$ cat src/rtl/fc_pkg.sv
// Shared types and helpers for the fully-connected layer vector loader.
package fc_pkg;

    // Loader phases: collect a frame, let the layer settle, present the result.
    typedef enum logic [1:0] {
        FILL   = 2'd0,
        SETTLE = 2'd1,
        OUT    = 2'd2
    } state_t;

    // Width of the settle-down counter; holds SETTLE_CYC-1 for SETTLE_CYC up to 15.
    localparam int CNT_W = 4;

    // Width of the layer result: the product width plus growth for summing `in` terms.
    function automatic int zw(input int width, input int in);
        return 2 * width + $clog2(in);
    endfunction

endpackage

$ cat src/rtl/fc_out_sat.sv
// Combinational clamp of the non-negative layer result to an OUT_W-bit unsigned value.
// Used by fc_vector_loader only when FC_OUT_SAT_EN is defined.
module fc_out_sat #(
    parameter int IN_W  = 23,
    parameter int OUT_W = 8
) (
    input  logic [IN_W-1:0]  z,
    output logic [OUT_W-1:0] y,
    output logic             sat
);

    // The input follows a ReLU, so any set bit above the output range means overflow.
    function automatic logic overflow(input logic [IN_W-1:0] v);
        return (v >> OUT_W) != '0;
    endfunction

    // Saturate to all ones on overflow, otherwise pass the low bits through.
    function automatic logic [OUT_W-1:0] clamp(input logic [IN_W-1:0] v);
        if (overflow(v)) begin
            return '1;
        end
        return OUT_W'(v);
    endfunction

    assign y   = clamp(z);
    assign sat = overflow(z);

endmodule

$ cat src/rtl/fc_vector_loader.sv
// Serial-to-parallel front end and result capture for one combinational FC neuron.
// Activations arrive one per valid/ready beat and are assembled into x_vec; the
// vector is held while the layer settles, then z_in is captured and returned on
// the m_* channel. Single buffered: a new frame starts only after the result is taken.
// Optional build macro FC_OUT_SAT_EN: clamps the result to OUT_WIDTH bits and adds sat_flag.
module fc_vector_loader
    import fc_pkg::*;
#(
    parameter int WIDTH      = 8,
    parameter int IN         = 128,
    parameter int SETTLE_CYC = 2,
    parameter int OUT_WIDTH  = 8,
    localparam int ZW        = zw(WIDTH, IN),
`ifdef FC_OUT_SAT_EN
    localparam int MW        = OUT_WIDTH
`else
    localparam int MW        = ZW
`endif
) (
    input  logic             clk,
    input  logic             rst_n,
    input  logic             s_valid,
    output logic             s_ready,
    input  logic [WIDTH-1:0] s_data,
    input  logic             s_last,
    output logic [WIDTH-1:0] x_vec [0:IN-1],
    input  logic [ZW-1:0]    z_in,
    output logic             m_valid,
    input  logic             m_ready,
    output logic [MW-1:0]    m_data,
`ifdef FC_OUT_SAT_EN
    output logic             sat_flag,
`endif
    output logic             err_len
);

    localparam int               IDX_W       = $clog2(IN);
    localparam logic [IDX_W-1:0] LAST_IDX    = IDX_W'(IN - 1);
    localparam logic [CNT_W-1:0] SETTLE_INIT = CNT_W'(SETTLE_CYC - 1);

    // Reject configurations the counters cannot represent.
    if (SETTLE_CYC < 1 || SETTLE_CYC > 15) begin : g_bad_settle
        $error("SETTLE_CYC must be in 1..15");
    end
    if (IN < 2) begin : g_bad_in
        $error("IN must be at least 2");
    end

    state_t           state;
    state_t           state_next;
    logic [IDX_W-1:0] idx;
    logic [CNT_W-1:0] cnt;
    logic             accept;
    logic             frame_end;
    logic             capture;
    logic             take_out;
    logic [MW-1:0]    result;
`ifdef FC_OUT_SAT_EN
    logic             result_sat;
`endif

    // Ready depends on the registered state alone, so no input reaches it combinationally.
    assign s_ready   = (state == FILL);
    assign accept    = s_valid && s_ready;
    // A frame closes on s_last or when the vector is full, whichever comes first.
    assign frame_end = accept && (s_last || (idx == LAST_IDX));
    assign capture   = (state == SETTLE) && (cnt == '0);
    assign take_out  = (state == OUT) && m_valid && m_ready;

`ifdef FC_OUT_SAT_EN
    fc_out_sat #(
        .IN_W  (ZW),
        .OUT_W (OUT_WIDTH)
    ) u_out_sat (
        .z   (z_in),
        .y   (result),
        .sat (result_sat)
    );
`else
    assign result = z_in;
    if (OUT_WIDTH < 1) begin : g_bad_out_width
        $error("OUT_WIDTH must be positive");
    end
`endif

    // State register.
    always_ff @(posedge clk or negedge rst_n) begin
        if (!rst_n) begin
            state <= FILL;
        end else begin
            state <= state_next;
        end
    end

    // Next-state decode: fill until frame end, settle until the counter expires, wait for the handshake.
    always_comb begin
        state_next = state;
        unique case (state)
            FILL:    if (frame_end) state_next = SETTLE;
            SETTLE:  if (cnt == '0) state_next = OUT;
            OUT:     if (take_out)  state_next = FILL;
            default: state_next = FILL;
        endcase
    end

    // Element index within the current frame and the settle-down counter.
    always_ff @(posedge clk or negedge rst_n) begin
        if (!rst_n) begin
            idx <= '0;
            cnt <= '0;
        end else begin
            if (frame_end) begin
                idx <= '0;
                cnt <= SETTLE_INIT;
            end else if (accept) begin
                idx <= idx + 1'b1;
            end else if ((state == SETTLE) && (cnt != '0)) begin
                cnt <= cnt - 1'b1;
            end
        end
    end

    // Vector register: written beat by beat, cleared once the result is taken so short frames zero-pad.
    always_ff @(posedge clk or negedge rst_n) begin
        if (!rst_n) begin
            for (int i = 0; i < IN; i++) begin
                x_vec[i] <= '0;
            end
        end else if (accept) begin
            x_vec[idx] <= s_data;
        end else if (take_out) begin
            for (int i = 0; i < IN; i++) begin
                x_vec[i] <= '0;
            end
        end
    end

    // Sticky length error: s_last early, or the vector filled without s_last.
    always_ff @(posedge clk or negedge rst_n) begin
        if (!rst_n) begin
            err_len <= 1'b0;
        end else if (accept && (s_last != (idx == LAST_IDX))) begin
            err_len <= 1'b1;
        end
    end

    // Result capture at the end of the settle window; valid drops on the output handshake.
    always_ff @(posedge clk or negedge rst_n) begin
        if (!rst_n) begin
            m_valid  <= 1'b0;
            m_data   <= '0;
`ifdef FC_OUT_SAT_EN
            sat_flag <= 1'b0;
`endif
        end else if (capture) begin
            m_valid  <= 1'b1;
            m_data   <= result;
`ifdef FC_OUT_SAT_EN
            sat_flag <= result_sat;
`endif
        end else if (take_out) begin
            m_valid  <= 1'b0;
        end
    end

endmodule

$ cat config.mk
export PLATFORM = sky130hd
export DESIGN_NAME = fc_vector_loader
export DESIGN_NICKNAME = d
export VERILOG_FILES = /design/src/rtl/fc_pkg.sv /design/src/rtl/fc_out_sat.sv /design/src/rtl/fc_vector_loader.sv
export SDC_FILE = /design/constraint.sdc
export NUM_CORES = 1
export LEC_CHECK = 0
export BUFFER_PORTS_ARGS = -buffer_cell sky130_fd_sc_hd__clkbuf_2
export CORE_AREA = 10 10 420 422
export DETAILED_ROUTE_END_ITERATION = 8
export DIE_AREA = 0 0 430 432
export PLACE_DENSITY = 0.5
export SLEW_MARGIN = 20
export SYNTH_ARGS = -nofsm -noshare
export SYNTH_HDL_FRONTEND = slang
export SYNTH_SLANG_ARGS = --single-unit
$ cat constraint.sdc
create_clock -name clk -period 5 [get_ports clk]
set_input_delay 0.5 -clock clk [delete_from_list [all_inputs] [get_ports clk]]
set_output_delay 0.5 -clock clk [all_outputs]
set_load 0.005 [all_outputs]
# [Word-level counts from Yosys, hierarchy flattened]
# Cells that the tools add are included.
[classes] add_sub_neg=2 n_eq_ne=8 n_reduce_logical=18 bitwise_logic=1 n_lt_le_gt_ge=2 n_mux=16
[op_table] op="$mux W1024" count=2
[op_table] op="$bwmux W1024" count=1
[op_table] op="$demux W8 S7" count=1
[op_table] op="$mux W7" count=2
[op_table] op="$mux W4" count=3
[op_table] op="$ge A8 B8 Y1 const B" count=1
[op_table] op="$logic_and A1 B1 Y1" count=8
[op_table] op="$lt A8 B1 Y1 const B" count=1
[op_table] op="$mux W8" count=1
[op_table] op="$not A7 Y8" count=1
[op_table] op="$reduce_bool A2 Y1" count=4
[op_table] op="$add A7 B1 Y7 const B" count=1
[op_table] op="$eq A7 B7 Y1 const B" count=1
[op_table] op="$mux W2" count=3
[op_table] op="$pmux W2 S3" count=1
[op_table] op="$logic_not A4 Y1" count=1
[op_table] op="$ne A2 B1 Y1 const B" count=2
[op_table] op="$ne A2 B2 Y1 const B" count=2
[op_table] op="$reduce_bool A4 Y1" count=1
[op_table] op="$sub A4 B1 Y4 const B" count=1
[op_table] op="$reduce_and A3 Y1" count=1
[op_table] op="$eq A2 B1 Y1 const B" count=1
[op_table] op="$eq A2 B2 Y1 const B" count=1
[op_table] op="$logic_not A2 Y1" count=1
[op_table] op="other kinds (4)" count=5
[word_totals] word_cells=181 ff_bits=1062 inputBits=36

# [Depth between registers and ports, before layout]
[logic_depth] depth_word=7 ltp_mapped=8 depth_no_buf=6

# [Least setup slack after synthesis]
# OpenSTA, ideal clock, no wires.
[synth_timing] kind="flip-flop to flip-flop" start="register idx[4]" end="register cnt[3]" n_path_buf=2 required_ns=4.871 path_stages_with_launch=9 setup_slack_ns=2.836 t_arrival_ns=2.035 setup_ns=0.129 cell_sequence="dfrtp_1 -> and4_1 -> buf_2 -> nand3_1 -> ha_1 -> clkbuf_1 -> or4b_2 -> o211ai_1 -> o31ai_1"
[synth_via] elab_chain_len=5
[synth_rtl] element="from (decl)" line_no="fc_vector_loader.sv:51" text="logic [IDX_W-1:0] idx;"
[synth_rtl] element="from (signal assigned)" line_no="fc_vector_loader.sv:116" text="idx <= idx + 1'b1;"
[synth_rtl] element="$eq A7 B7 Y1 (*)" line_no="fc_vector_loader.sv:66" text="assign frame_end = accept && (s_last || (idx == LAST_IDX));"
[synth_rtl] element="$logic_or A1 B1 Y1 (*)" line_no="fc_vector_loader.sv:66"
[synth_rtl] element="$logic_and A1 B1 Y1 (*)" line_no="fc_vector_loader.sv:66"
[synth_rtl] element="$ne A2 B1 Y1 (no source line) / $reduce_bool A2 Y1 (equally long branches)"
[synth_rtl] element="$reduce_and A2 Y1 (no source line)"
[synth_rtl] element="to (signal assigned)" line_no="fc_vector_loader.sv:118" text="cnt <= cnt - 1'b1;"
[synth_rtl] element="to (decl)" line_no="fc_vector_loader.sv:52" text="logic [CNT_W-1:0] cnt;"
# Mark *: on every way between the ends. The rest lies on a longest branch, timed or not.
# A chain may end at the register's enable or synchronous reset.

# [Final worst setup path]
[layout_timing] start="register state[1]" end="register x_vec[302] (netlist bit)"
[layout_via] elab_chain_len=4
[layout_rtl] element="from (decl)" line_no="fc_vector_loader.sv:49" text="state_t state;"
[layout_rtl] element="from (signal assigned)" line_no="fc_vector_loader.sv:91" text="state <= state_next;"
[layout_rtl] element="$eq A2 B2 Y1" line_no="fc_vector_loader.sv:68" text="assign take_out = (state == OUT) && m_valid && m_ready;"
[layout_rtl] element="$logic_and A1 B1 Y1 (2 in a row)" line_no="fc_vector_loader.sv:68"
[layout_rtl] element="$reduce_bool A2 Y1 (no source line)"
[layout_rtl] element="to (signal, indexed assignment)" line_no="fc_vector_loader.sv:130" text="x_vec[idx] <= s_data;"
[layout_rtl] element="to (decl)" line_no="fc_vector_loader.sv:26" text="output logic [WIDTH-1:0] x_vec [0:IN-1],"
# Parallel ways exist; a longest one is shown, timed or not.

==> run metrics <==
nets=4,717; Core Area=168,000 um2; Synth top area share=60.2%; unrepaired setup endpoints after global routing=false; post-synthesis area per instance=12.1 um2; Fin Hold WS=0.146 ns; clock latency on the worst-skew pair=0.80 ns; die area=186,000 um2; Area Overhead vs Synth=28.0%; Final Setup Violations=0; worst-path maximum fanout=100; first-pass GRT wire length=262,000 um; drt drc=0; Int Power=15.2 mW; Post-Route Setup TNS=0 ns; worst clock skew=0.0508 ns; number of core rows=151; Die W=430 um; most common cell after layout, fill and taps aside=clkbuf_2; drt first pass iters=5; Num CTS Buffers=121; Routed WL=187,000 um; cells after synthesis=3,656; Final Cycle Share=56.3%; Overflow after GRT=0; Netlist cell types=50; cell area power density=381 nW/um2; Top FF cell, synth=dfrtp_1; Critical Path RT=5.62 ns; CTS tree=done; Tmin final=2.82 ns; worst slew pin tran=1.04 ns; register area share after synthesis=60.2%; fraction of layout cells with a size suffix above 1=31.9%; IO Pins=1,086; largest net degree at the start of global routing=129; CP dominant cell by count=buf_12; DR iter-0 viols=2,326; count of final max-slew check failures=0; initial antenna violation count=2; Critical Path End Type=flop; Critical Path, Cell by Cell=nand4b_1 > buf_12 > buf_12 > nand2_1 > mux2i_1; vias in the first global route=33,000; Hold EP=err_len; classification of the worst setup path=flop to flop; Hold WC Path Type=input pin to flop; chip height=432 um; post-synthesis cell area=44,200 um2; CTS HTree Levels=3; RePlAce Congestion=0.798; GRT Util Overall=19.3%; status=complete, no violations; worst r2r path cells=5; Placement Cell Area=52,300 um2; WL per Instance=26.7 um; # clock sinks=1,062; IO Port Bufs=1,085; Logic pwr share=14.2%; max_cap viols=0; Switching Share=29.6%; # fillers=17,100; cell accounting for the most synthesized area=dfrtp_1; warnings from Yosys=0; FF-to-FF Start=state[1]; routed vias/inst=4.58; Sequential Power Share=44.1%; Slowest-stage cell, CP=nand4b_1; static leakage power=33.0 nW; r2r setup slk=2.18 ns; Yosys reg bits=1,062; Hold Path Cell Cnt=2; CTS max path bufs=3; crit path DAT=3.43 ns; detailed placement HPWL=129,000 um; FFs w/ async S/R, synth=100%; startpoint types=flop; total vias in the final route=32,100; most frequent cells in the layout=1,084 x clkbuf_2, 1,058 x dfrtp_1, 1,037 x nand2_1; Initial Utilization=26.2%; post-route ant nets=0; Worst path max stage delay=0.83 ns; clock power share=41.7%; fmax=0.355 GHz; post-route cell area=56,500 um2; clk slew on worst S/H paths=0.06 ns; P_sw=6.36 mW; EDFF count, synth=0; HP Start=s_valid; Syn Nets=3,696; top cells by area, synth=dfrtp_1 60%, mux2i_1 23%, nand2_1 8.8%; FF-to-FF End=x_vec[302]; root buf cell=clkbuf_16; Hold Vio Cnt, Final=0; Max VDD drop=295 uV; max_slew headroom=30.8%
==> stage by stage <==
| step | total power, mW | worst slack [ns] | utilization (%) | std cells |
|---|---|---|---|---|
| finish | 21.5 | 2.18 | 33.6 | 6999 |
| global route | 22.4 | 2.04 | 33.6 | 6998 |
| CTS | 21.9 | 2.12 | 33.6 | 6997 |
| detailed placement | 12.8 | 2.10 | 31.1 | 6748 |
| global placement | 12.8 | 1.88 | 31.1 | 6746 |
| floorplan | 11.0 | 2.84 | - | 3656 |
==> per-layer routing <==
layer,track usage [%],part of all wire [%],vias to the layer above
li1,-,-,14300
met1,22.0,38,16500
met2,34.4,52,927
met3,4.25,4.8,316
met4,8.82,5.0,0
met5,0,0,-
==> area by class of cell <==
class,instances,area (um2),share of cell area (%)
antenna,2,5.00,0.00886
multi-input combinational,2289,16400,29.1
tap,2218,2780,4.91
inverter,11,81.3,0.144
clock inverter,40,418,0.739
sequential,1062,26600,47.0
clock buffer,185,3560,6.30
timing repair buffer,1192,6670,11.8
==> worst max-delay path: cells and delay by family, from the launching register on <==
kind          cells  cell delay, ns
simple gates      2            0.98
flops             1            0.72
mux               1            0.07
buf+inv           2            0.76
==> Yosys cell counts (2+ instances only) <==
| library cell | number |
|---|---|
| dfrtp_1 | 1062 |
| nand2_1 | 1037 |
| mux2i_1 | 1025 |
| clkbuf_1 | 184 |
| nand3_2 | 99 |
| buf_2 | 86 |
| mux2_2 | 23 |
| nand3_1 | 15 |
| buf_1 | 14 |
| and3_1 | 11 |
| inv_1 | 11 |
| nor3_4 | 8 |
| nor4bb_1 | 7 |
| buf_4 | 5 |
| nand4b_1 | 5 |
| nor4b_1 | 5 |
| o21ai_0 | 5 |
| and4b_1 | 4 |
| buf_6 | 4 |
| ha_1 | 4 |
| nand2b_1 | 4 |
| a21oi_1 | 3 |
| nor3_2 | 2 |
| nor4b_2 | 2 |
| o211ai_1 | 2 |
| o31ai_1 | 2 |
| or3_1 | 2 |
| or3b_2 | 2 |
| or4_1 | 2 |
==> timing repair <==
item / in CTS / in global routing
endpoints found under the hold margin: 97 / 0
hold buffers: 24 / 0
setup buffers: 0 / 0
resized for setup: 0 / 0
==> kinds of logic after synthesis <==
kind of cell	count (synthesis)	synth area share, %
AND/OR/NAND/NOR	1221	12.7
flip-flops	1062	60.2
multiplexers	1048	23.8
buffers and inverters	305	2.95
AO/OA/AOI/OAI	16	0.252
adder cells (fa/ha/maj)	4	0.113
==> sequential cells by signal (all words and copies together), names as in the netlist <==
signal   cells
err_len      1
m_data      23
x_vec     1024
cnt          4
idx          7
m_valid      1
state        2
==> worst max path at each step <==
stage               slack [ns]    endpoint  cells past startpoint      from
floorplan                 2.84      cnt[3]                      8    idx[4]
global placement          1.88   x_vec[93]                      4   s_valid
detailed placement        2.10  x_vec[136]                      5   s_valid
CTS                       2.12   x_vec[79]                      4  state[1]
global route              2.04  x_vec[687]                      5  state[1]
finish                    2.18  x_vec[302]                      5  state[1]
==> power groups by stage <==
stage / Combinational, mW / Sequential (mW) / Clock [mW]
floorplan: 1.48 / 9.53 / 0
global placement: 3.13 / 9.62 / 0
detailed placement: 3.14 / 9.64 / 0
CTS: 3.16 / 9.50 / 9.21
global route: 3.34 / 9.55 / 9.53
finish: 3.05 / 9.50 / 8.97
Note: power is estimated with default switching activity, not from simulation.
